$ cat src/rtl/dmem_arbiter_if.sv
// Bus bundle between the riscv data port, the DMA/loader requester and the single-port dmem.
// The arbiter takes the slave view; the environment driving requests and dmem read data takes the master view.
interface dmem_arbiter_if #(
    parameter int AW = 32,
    parameter int DW = 32
);
    logic          cpu_req;
    logic          cpu_we;
    logic [AW-1:0] cpu_addr;
    logic [DW-1:0] cpu_wdata;
    logic          cpu_gnt;
    logic          cpu_stall;
    logic [DW-1:0] cpu_rdata;

    logic          dma_req;
    logic          dma_we;
    logic [AW-1:0] dma_addr;
    logic [DW-1:0] dma_wdata;
    logic          dma_last;
    logic          dma_gnt;
    logic [DW-1:0] dma_rdata;

    logic          mem_we;
    logic [AW-1:0] mem_addr;
    logic [DW-1:0] mem_wdata;
    logic [DW-1:0] mem_rdata;

    modport slave (
        input  cpu_req, cpu_we, cpu_addr, cpu_wdata,
        input  dma_req, dma_we, dma_addr, dma_wdata, dma_last,
        input  mem_rdata,
        output cpu_gnt, cpu_stall, cpu_rdata,
        output dma_gnt, dma_rdata,
        output mem_we, mem_addr, mem_wdata
    );

    modport master (
        output cpu_req, cpu_we, cpu_addr, cpu_wdata,
        output dma_req, dma_we, dma_addr, dma_wdata, dma_last,
        output mem_rdata,
        input  cpu_gnt, cpu_stall, cpu_rdata,
        input  dma_gnt, dma_rdata,
        input  mem_we, mem_addr, mem_wdata
    );
endinterface

$ cat src/rtl/dmem_arbiter.sv
// Shares single-port dmem between the CPU data port and a DMA requester; ownership parks on the CPU,
// DMA bursts are capped at MAX_BURST beats. Define DMEM_ARB_RR_EN for CPU/DMA round-robin.
module dmem_arbiter #(
    parameter int AW        = 32,
    parameter int DW        = 32,
    parameter int MAX_BURST = 8
) (
    input  logic           clk,
    input  logic           reset,
    dmem_arbiter_if.slave  bus
);
    localparam int            CW       = $clog2(MAX_BURST + 1);
    localparam logic [CW-1:0] LAST_IDX = CW'(MAX_BURST - 1);

    typedef enum logic {
        OWN_CPU = 1'b0,
        OWN_DMA = 1'b1
    } owner_e;

    owner_e        r_owner;
    owner_e        w_owner_nxt;
    logic [CW-1:0] r_beat_cnt;
    logic [CW-1:0] w_beat_cnt_nxt;
    logic          w_sel_dma;
    logic          w_cpu_gnt;
    logic          w_dma_gnt;
    logic          w_dma_release;
    logic [AW-1:0] w_mem_addr;
    logic [DW-1:0] w_mem_wdata;

    // Reset masks both grants and steers the mux back to the CPU in the same cycle.
    assign w_sel_dma     = (r_owner == OWN_DMA) & ~reset;
    assign w_cpu_gnt     = (r_owner == OWN_CPU) & bus.cpu_req & ~reset;
    assign w_dma_gnt     = w_sel_dma & bus.dma_req;
    assign w_dma_release = bus.dma_last | (r_beat_cnt == LAST_IDX);
    assign w_mem_addr    = w_sel_dma ? bus.dma_addr  : bus.cpu_addr;
    assign w_mem_wdata   = w_sel_dma ? bus.dma_wdata : bus.cpu_wdata;

    assign bus.cpu_gnt   = w_cpu_gnt;
    assign bus.cpu_stall = bus.cpu_req & ~w_cpu_gnt;
    assign bus.cpu_rdata = bus.mem_rdata;
    assign bus.dma_gnt   = w_dma_gnt;
    assign bus.dma_rdata = bus.mem_rdata;
    assign bus.mem_we    = (w_cpu_gnt & bus.cpu_we) | (w_dma_gnt & bus.dma_we);
    assign bus.mem_addr  = w_mem_addr;
    assign bus.mem_wdata = w_mem_wdata;

    // NOTE: every next-state signal gets its hold value first, so no path through this block can infer a latch.
    always_comb begin
        w_owner_nxt    = r_owner;
        w_beat_cnt_nxt = r_beat_cnt;
        if (r_owner == OWN_CPU) begin
`ifdef DMEM_ARB_RR_EN
            if (bus.dma_req & (~bus.cpu_req | w_cpu_gnt)) begin
`else
            if (bus.dma_req & ~bus.cpu_req) begin
`endif
                w_owner_nxt    = OWN_DMA;
                w_beat_cnt_nxt = '0;
            end
        end else begin
            // An idle DMA cycle or a final/capped beat hands the memory straight back.
            if (w_dma_gnt & ~w_dma_release) begin
                w_beat_cnt_nxt = r_beat_cnt + CW'(1);
            end else begin
                w_owner_nxt    = OWN_CPU;
                w_beat_cnt_nxt = '0;
            end
        end
    end

    // NOTE: state registers use non-blocking assignments so all flops update together at the edge.
    always_ff @(posedge clk) begin
        if (reset) begin
            r_owner    <= OWN_CPU;
            r_beat_cnt <= '0;
        end else begin
            r_owner    <= w_owner_nxt;
            r_beat_cnt <= w_beat_cnt_nxt;
        end
    end

`ifdef DMEM_ARB_RR_EN
    logic r_last_dma;

    // Owner of the previous cycle, kept for status/debug visibility.
    always_ff @(posedge clk) begin
        if (reset) begin
            r_last_dma <= 1'b0;
        end else begin
            r_last_dma <= (r_owner == OWN_DMA);
        end
    end
`endif
endmodule

$ cat src/flat_wrapper.sv
// flat-port wrapper written by rule: the top's interface ports become plain ports
module dmem_arbiter_flat 
#(
    parameter int AW        = 32,
    parameter int DW        = 32,
    parameter int MAX_BURST = 8
)
  (clk, reset, bus_cpu_req, bus_cpu_we, bus_cpu_addr, bus_cpu_wdata, bus_dma_req, bus_dma_we, bus_dma_addr, bus_dma_wdata, bus_dma_last, bus_mem_rdata, bus_cpu_gnt, bus_cpu_stall, bus_cpu_rdata, bus_dma_gnt, bus_dma_rdata, bus_mem_we, bus_mem_addr, bus_mem_wdata);
  dmem_arbiter_if #(.AW(AW), .DW(DW)) bus_i ();
  input  logic clk;
  input  logic reset;
  input wire logic [$bits(bus_i.cpu_req)-1:0] bus_cpu_req;
  input wire logic [$bits(bus_i.cpu_we)-1:0] bus_cpu_we;
  input wire logic [$bits(bus_i.cpu_addr)-1:0] bus_cpu_addr;
  input wire logic [$bits(bus_i.cpu_wdata)-1:0] bus_cpu_wdata;
  input wire logic [$bits(bus_i.dma_req)-1:0] bus_dma_req;
  input wire logic [$bits(bus_i.dma_we)-1:0] bus_dma_we;
  input wire logic [$bits(bus_i.dma_addr)-1:0] bus_dma_addr;
  input wire logic [$bits(bus_i.dma_wdata)-1:0] bus_dma_wdata;
  input wire logic [$bits(bus_i.dma_last)-1:0] bus_dma_last;
  input wire logic [$bits(bus_i.mem_rdata)-1:0] bus_mem_rdata;
  output wire logic [$bits(bus_i.cpu_gnt)-1:0] bus_cpu_gnt;
  output wire logic [$bits(bus_i.cpu_stall)-1:0] bus_cpu_stall;
  output wire logic [$bits(bus_i.cpu_rdata)-1:0] bus_cpu_rdata;
  output wire logic [$bits(bus_i.dma_gnt)-1:0] bus_dma_gnt;
  output wire logic [$bits(bus_i.dma_rdata)-1:0] bus_dma_rdata;
  output wire logic [$bits(bus_i.mem_we)-1:0] bus_mem_we;
  output wire logic [$bits(bus_i.mem_addr)-1:0] bus_mem_addr;
  output wire logic [$bits(bus_i.mem_wdata)-1:0] bus_mem_wdata;
  assign bus_i.cpu_req = bus_cpu_req;
  assign bus_i.cpu_we = bus_cpu_we;
  assign bus_i.cpu_addr = bus_cpu_addr;
  assign bus_i.cpu_wdata = bus_cpu_wdata;
  assign bus_i.dma_req = bus_dma_req;
  assign bus_i.dma_we = bus_dma_we;
  assign bus_i.dma_addr = bus_dma_addr;
  assign bus_i.dma_wdata = bus_dma_wdata;
  assign bus_i.dma_last = bus_dma_last;
  assign bus_i.mem_rdata = bus_mem_rdata;
  assign bus_cpu_gnt = bus_i.cpu_gnt;
  assign bus_cpu_stall = bus_i.cpu_stall;
  assign bus_cpu_rdata = bus_i.cpu_rdata;
  assign bus_dma_gnt = bus_i.dma_gnt;
  assign bus_dma_rdata = bus_i.dma_rdata;
  assign bus_mem_we = bus_i.mem_we;
  assign bus_mem_addr = bus_i.mem_addr;
  assign bus_mem_wdata = bus_i.mem_wdata;
  dmem_arbiter #(.AW(AW), .DW(DW), .MAX_BURST(MAX_BURST)) u_core (.clk(clk), .reset(reset), .bus(bus_i));
endmodule
$ cat config.mk
export PLATFORM = sky130hd
export DESIGN_NAME = dmem_arbiter_flat
export DESIGN_NICKNAME = d
export VERILOG_FILES = /design/src/rtl/dmem_arbiter_if.sv /design/src/rtl/dmem_arbiter.sv /design/src/flat_wrapper.sv
export SDC_FILE = /design/constraint.sdc
export NUM_CORES = 1
export LEC_CHECK = 0
export CORE_AREA = 2 2 117 119
export CTS_CLUSTER_DIAMETER = 40
export DETAILED_ROUTE_END_ITERATION = 10
export DIE_AREA = 0 0 119 121
export MAX_ROUTING_LAYER = met4
export SYNTH_ARGS = -nofsm -noshare
export SYNTH_HDL_FRONTEND = slang
export SYNTH_SLANG_ARGS = --single-unit
$ cat constraint.sdc
create_clock -name clk -period 2.7 [get_ports clk]
set_clock_uncertainty 0.1 [all_clocks]
set_input_delay 0.54 -clock clk [delete_from_list [all_inputs] [get_ports clk]]
set_output_delay 0.54 -clock clk [all_outputs]
set_load 0.03 [all_outputs]
==> key figures <==
Worst setup path
  • RR Endpoint: u_core.r_beat_cnt[2]
  • Worst Reg-to-Reg Cells: 3
  • Kind of critical path: input pin to output pin
  • CP Capture Type: output pin
  • Worst Path Arrival: around 2000 ps
  • Slack of the worst reg-to-reg path: between 1000 and 1500 ps
  • Max Fanout on Critical Path: 4
  • Reg-to-Reg Start: u_core.r_owner
  • Type of element launching the critical path: input pin
  • Required time of the worst setup path: 2060 ps

Floorplanning
  • Placeable core region: 0.0131 mm^2
  • Io pins: about 300
  • Horizontal die dimension: 119 um
  • Overall die height: 121 um
  • Area of the die: around 0.014 mm^2
  • Initial Utilization: roughly 14%
  • Site Rows: between 40 and 50

Pwr
  • Leakage power summed over all cells: 1.63 nW
  • Sum of internal, switching and leakage power: 916 uW
  • Power per cell area: 257 mW/mm^2
  • Worst-case vdd ir drop: 268 uV

Clock tree
  • CTS buffer count: 3
  • Worst-Skew Late Latency: 230 ps
  • Largest buffer count on any clock path: 2
  • Clock Pin Slew Worst Setup and Hold Paths: 30 ps
  • Num Clock Sinks: 5
  • Master cell of the clock root buffer: sky130_fd_sc_hd__clkbuf_16
  • Clock tree from TritonCTS: yes
  • H-tree levels: 1

Synth
  • Dominant cells by area after synthesis: sky130_fd_sc_hd__mux2_4 (41%), sky130_fd_sc_hd__buf_4 (27%), sky130_fd_sc_hd__mux2_2 (9.3%), sky130_fd_sc_hd__buf_12 (6.6%), sky130_fd_sc_hd__dfxtp_1 (5.5%)
  • Synthesis warning total: 0
  • Portion of the post-synthesis area used by sequential elements: 5.54%
  • Post-synth net total: 335
  • Mapped cell area: 0.00181 mm^2
  • Proportion of netlist area held by the largest area contributor: 40.7%
  • Average cell area after synthesis: 10.8 um^2
  • Biggest area consumer among synthesized cells: sky130_fd_sc_hd__mux2_4
  • Number of register bits inferred by synthesis: 5
  • Distinct cell type count of the synthesized netlist: 22
  • Cells after Synth: 167

Layout
  • Post-route cell area: 0.00357 mm^2
  • Ratio of cells with drive above 1 in the final layout: a little under half
  • Final nets: 482
  • Most common cell after layout, fill and taps aside: sky130_fd_sc_hd__clkdlybuf4s50_1
  • Highest-count cells in the layout ignoring fill and taps: sky130_fd_sc_hd__clkdlybuf4s50_1 (134), sky130_fd_sc_hd__buf_4 (57), sky130_fd_sc_hd__mux2_4 (50)
  • Number of antenna repair diodes: 0
  • Area growth syn-to-layout: 97.3%
  • Filler cell count: 1373

Route
  • Ratio of routed vias to standard cells: about 3.6
  • First-pass DRT Iterations: 4
  • Count of vias placed by the detailed router: 1739
  • Starting DRC count in detailed routing: 24
  • Total DRC errors in the routed layout: 0
  • Antenna-violating nets left: 0
  • Routed wirelength normalized by instance count: 14.2 um
  • Drt total wl: around 6.9 mm

STA
  • Final worst slack: 47.9 ps
  • Share of the cycle needed by the critical path after routing: a little over nine tenths
  • Number of pins with negative max-slew slack in the final report: 0
  • Final setup violation count: 0
  • Relative slew margins: between 70% and 80%
  • Hold violation count in the final report: 0
  • Final Critical Period: about 2700 ps
  • Upper clock frequency limit: 0.377 GHz
  • Hold Worst Slack: roughly 400 ps
  • Setup repair after global routing missed its margin: true
  • Slew of the pin with the lowest slew margin: 312 ps

Flow run
  • # Max-Cap Violations: 0

Hold path
  • Worst hold path depth: 2
  • Hold path startpoint: u_core.r_beat_cnt[1]
  • Class of the worst hold path: register to register
  • Endpoint with the worst hold slack: u_core.r_beat_cnt[1]

Placed design
  • Placed cell areas: 0.00341 mm^2
  • Port-buffer cells: 202
  • RD Place Congestion: 0.845
  • Post-placement setup slack: -247 ps
  • Detailed-placement wirelength estimate: 5.76 mm

Global routing
  • Initial antenna violation count: 0
  • Total congestion overflow: 0
  • Pin count of the biggest net entering global routing: 32
  • Via count of the first global-routing pass: 1770
  • Wire length of the first global-routing pass: ~10 mm
  • GRT Total Usage: 8.78%

Status
  • Status: finished, final reports clean
==> where the power goes <==
part           leakage (nW)  total, mW  switching (mW)  internal [mW]
Clock                0.0382      0.251          0.0545          0.196
Combinational          1.55      0.589           0.235          0.353
Sequential           0.0404     0.0768         0.00163         0.0752
Total                  1.63      0.916           0.291          0.625
==> cell usage after synthesis (all sizes together) <==
cell type and number:
mux2 64, a311oi 1, nor3b 1, and4bb 1
dfxtp 5, nand2 1, inv 2, buf 71
xnor2 1, o32ai 1, or2 1, ha 1
a21oi 4, nor2b 1, nand2b 4, nand3b 4
a22o 1, nand3 2, nor2 1
==> flip-flops by register name, summed over array words and instances (netlist names) <==
| signal | flops |
|---|---|
| u_core.r_beat_cnt | 4 |
| u_core.r_owner | 1 |
==> worst max-delay path by stage <==
stage | startpoint | end | slack, ps | depth (start not counted)
after floorplan | bus_cpu_req | bus_mem_we | 230 | 2
after CTS | reset | bus_mem_wdata[3] | -40 | 6
after global placement | reset | bus_mem_addr[30] | -220 | 4
after global routing | reset | bus_mem_wdata[8] | -4 | 5
final | reset | bus_mem_addr[30] | 50 | 5
after detailed placement | reset | bus_mem_wdata[8] | -250 | 4
==> stage by stage <==
stage	TNS [ps]	instances	utilization (%)
after global routing	-7.21	489	27.3
after floorplan	0	167	-
after global placement	-9670	481	26.1
after CTS	-122	489	27.0
final	0	489	27.3
after detailed placement	-10340	481	26.1
==> critical path: stages <==
cell and delay, ps:
sky130_fd_sc_hd__clkdlybuf4s50_1 470, sky130_fd_sc_hd__nand2b_4 170, sky130_fd_sc_hd__buf_6 130, sky130_fd_sc_hd__mux2_2 340, sky130_fd_sc_hd__dlygate4sd2_1 360
==> what timing repair did <==
item | CTS | global route
cloned | 0 | 1
setup buffers | 4 | 0
hold buffers | 0 | 0
resized for setup | 16 | 9
endpoints found under the setup margin | 59 | 40
==> logic make-up (layout without fill, tap and decap cells) <==
family / Yosys count / count (layout) / share of synthesized area [%]
simple gates: 16 / 16 / 6.64
fa+ha+maj: 1 / 1 / 0.692
xor+xnor: 1 / 1 / 0.485
mux: 64 / 64 / 50.0
compound gates: 7 / 7 / 2.56
flops: 5 / 5 / 5.54
buf+inv: 73 / 219 / 34.0
==> per-layer routing <==
| layer | GRT usage [%] | routed length (um) | up-vias |
|---|---|---|---|
| met4 | 1.19 | 55 | 0 |
| met1 | 9.56 | 2580 | 755 |
| met3 | 6.06 | 1050 | 5 |
| li1 | - | - | 808 |
| met5 | - | 0 | - |
| met2 | 13.5 | 3240 | 171 |
==> final cells by class <==
class | count | area, um^2 | share of cell area, %
multi-input cells | 89 | 1100 | 30.7
well taps | 176 | 220 | 6.17
repair buffers | 213 | 2060 | 57.9
inverters | 2 | 7.51 | 0.210
clock buffers | 4 | 78.8 | 2.21
flip-flops and latches | 5 | 100 | 2.81
Power figures use the tool's default switching activity.
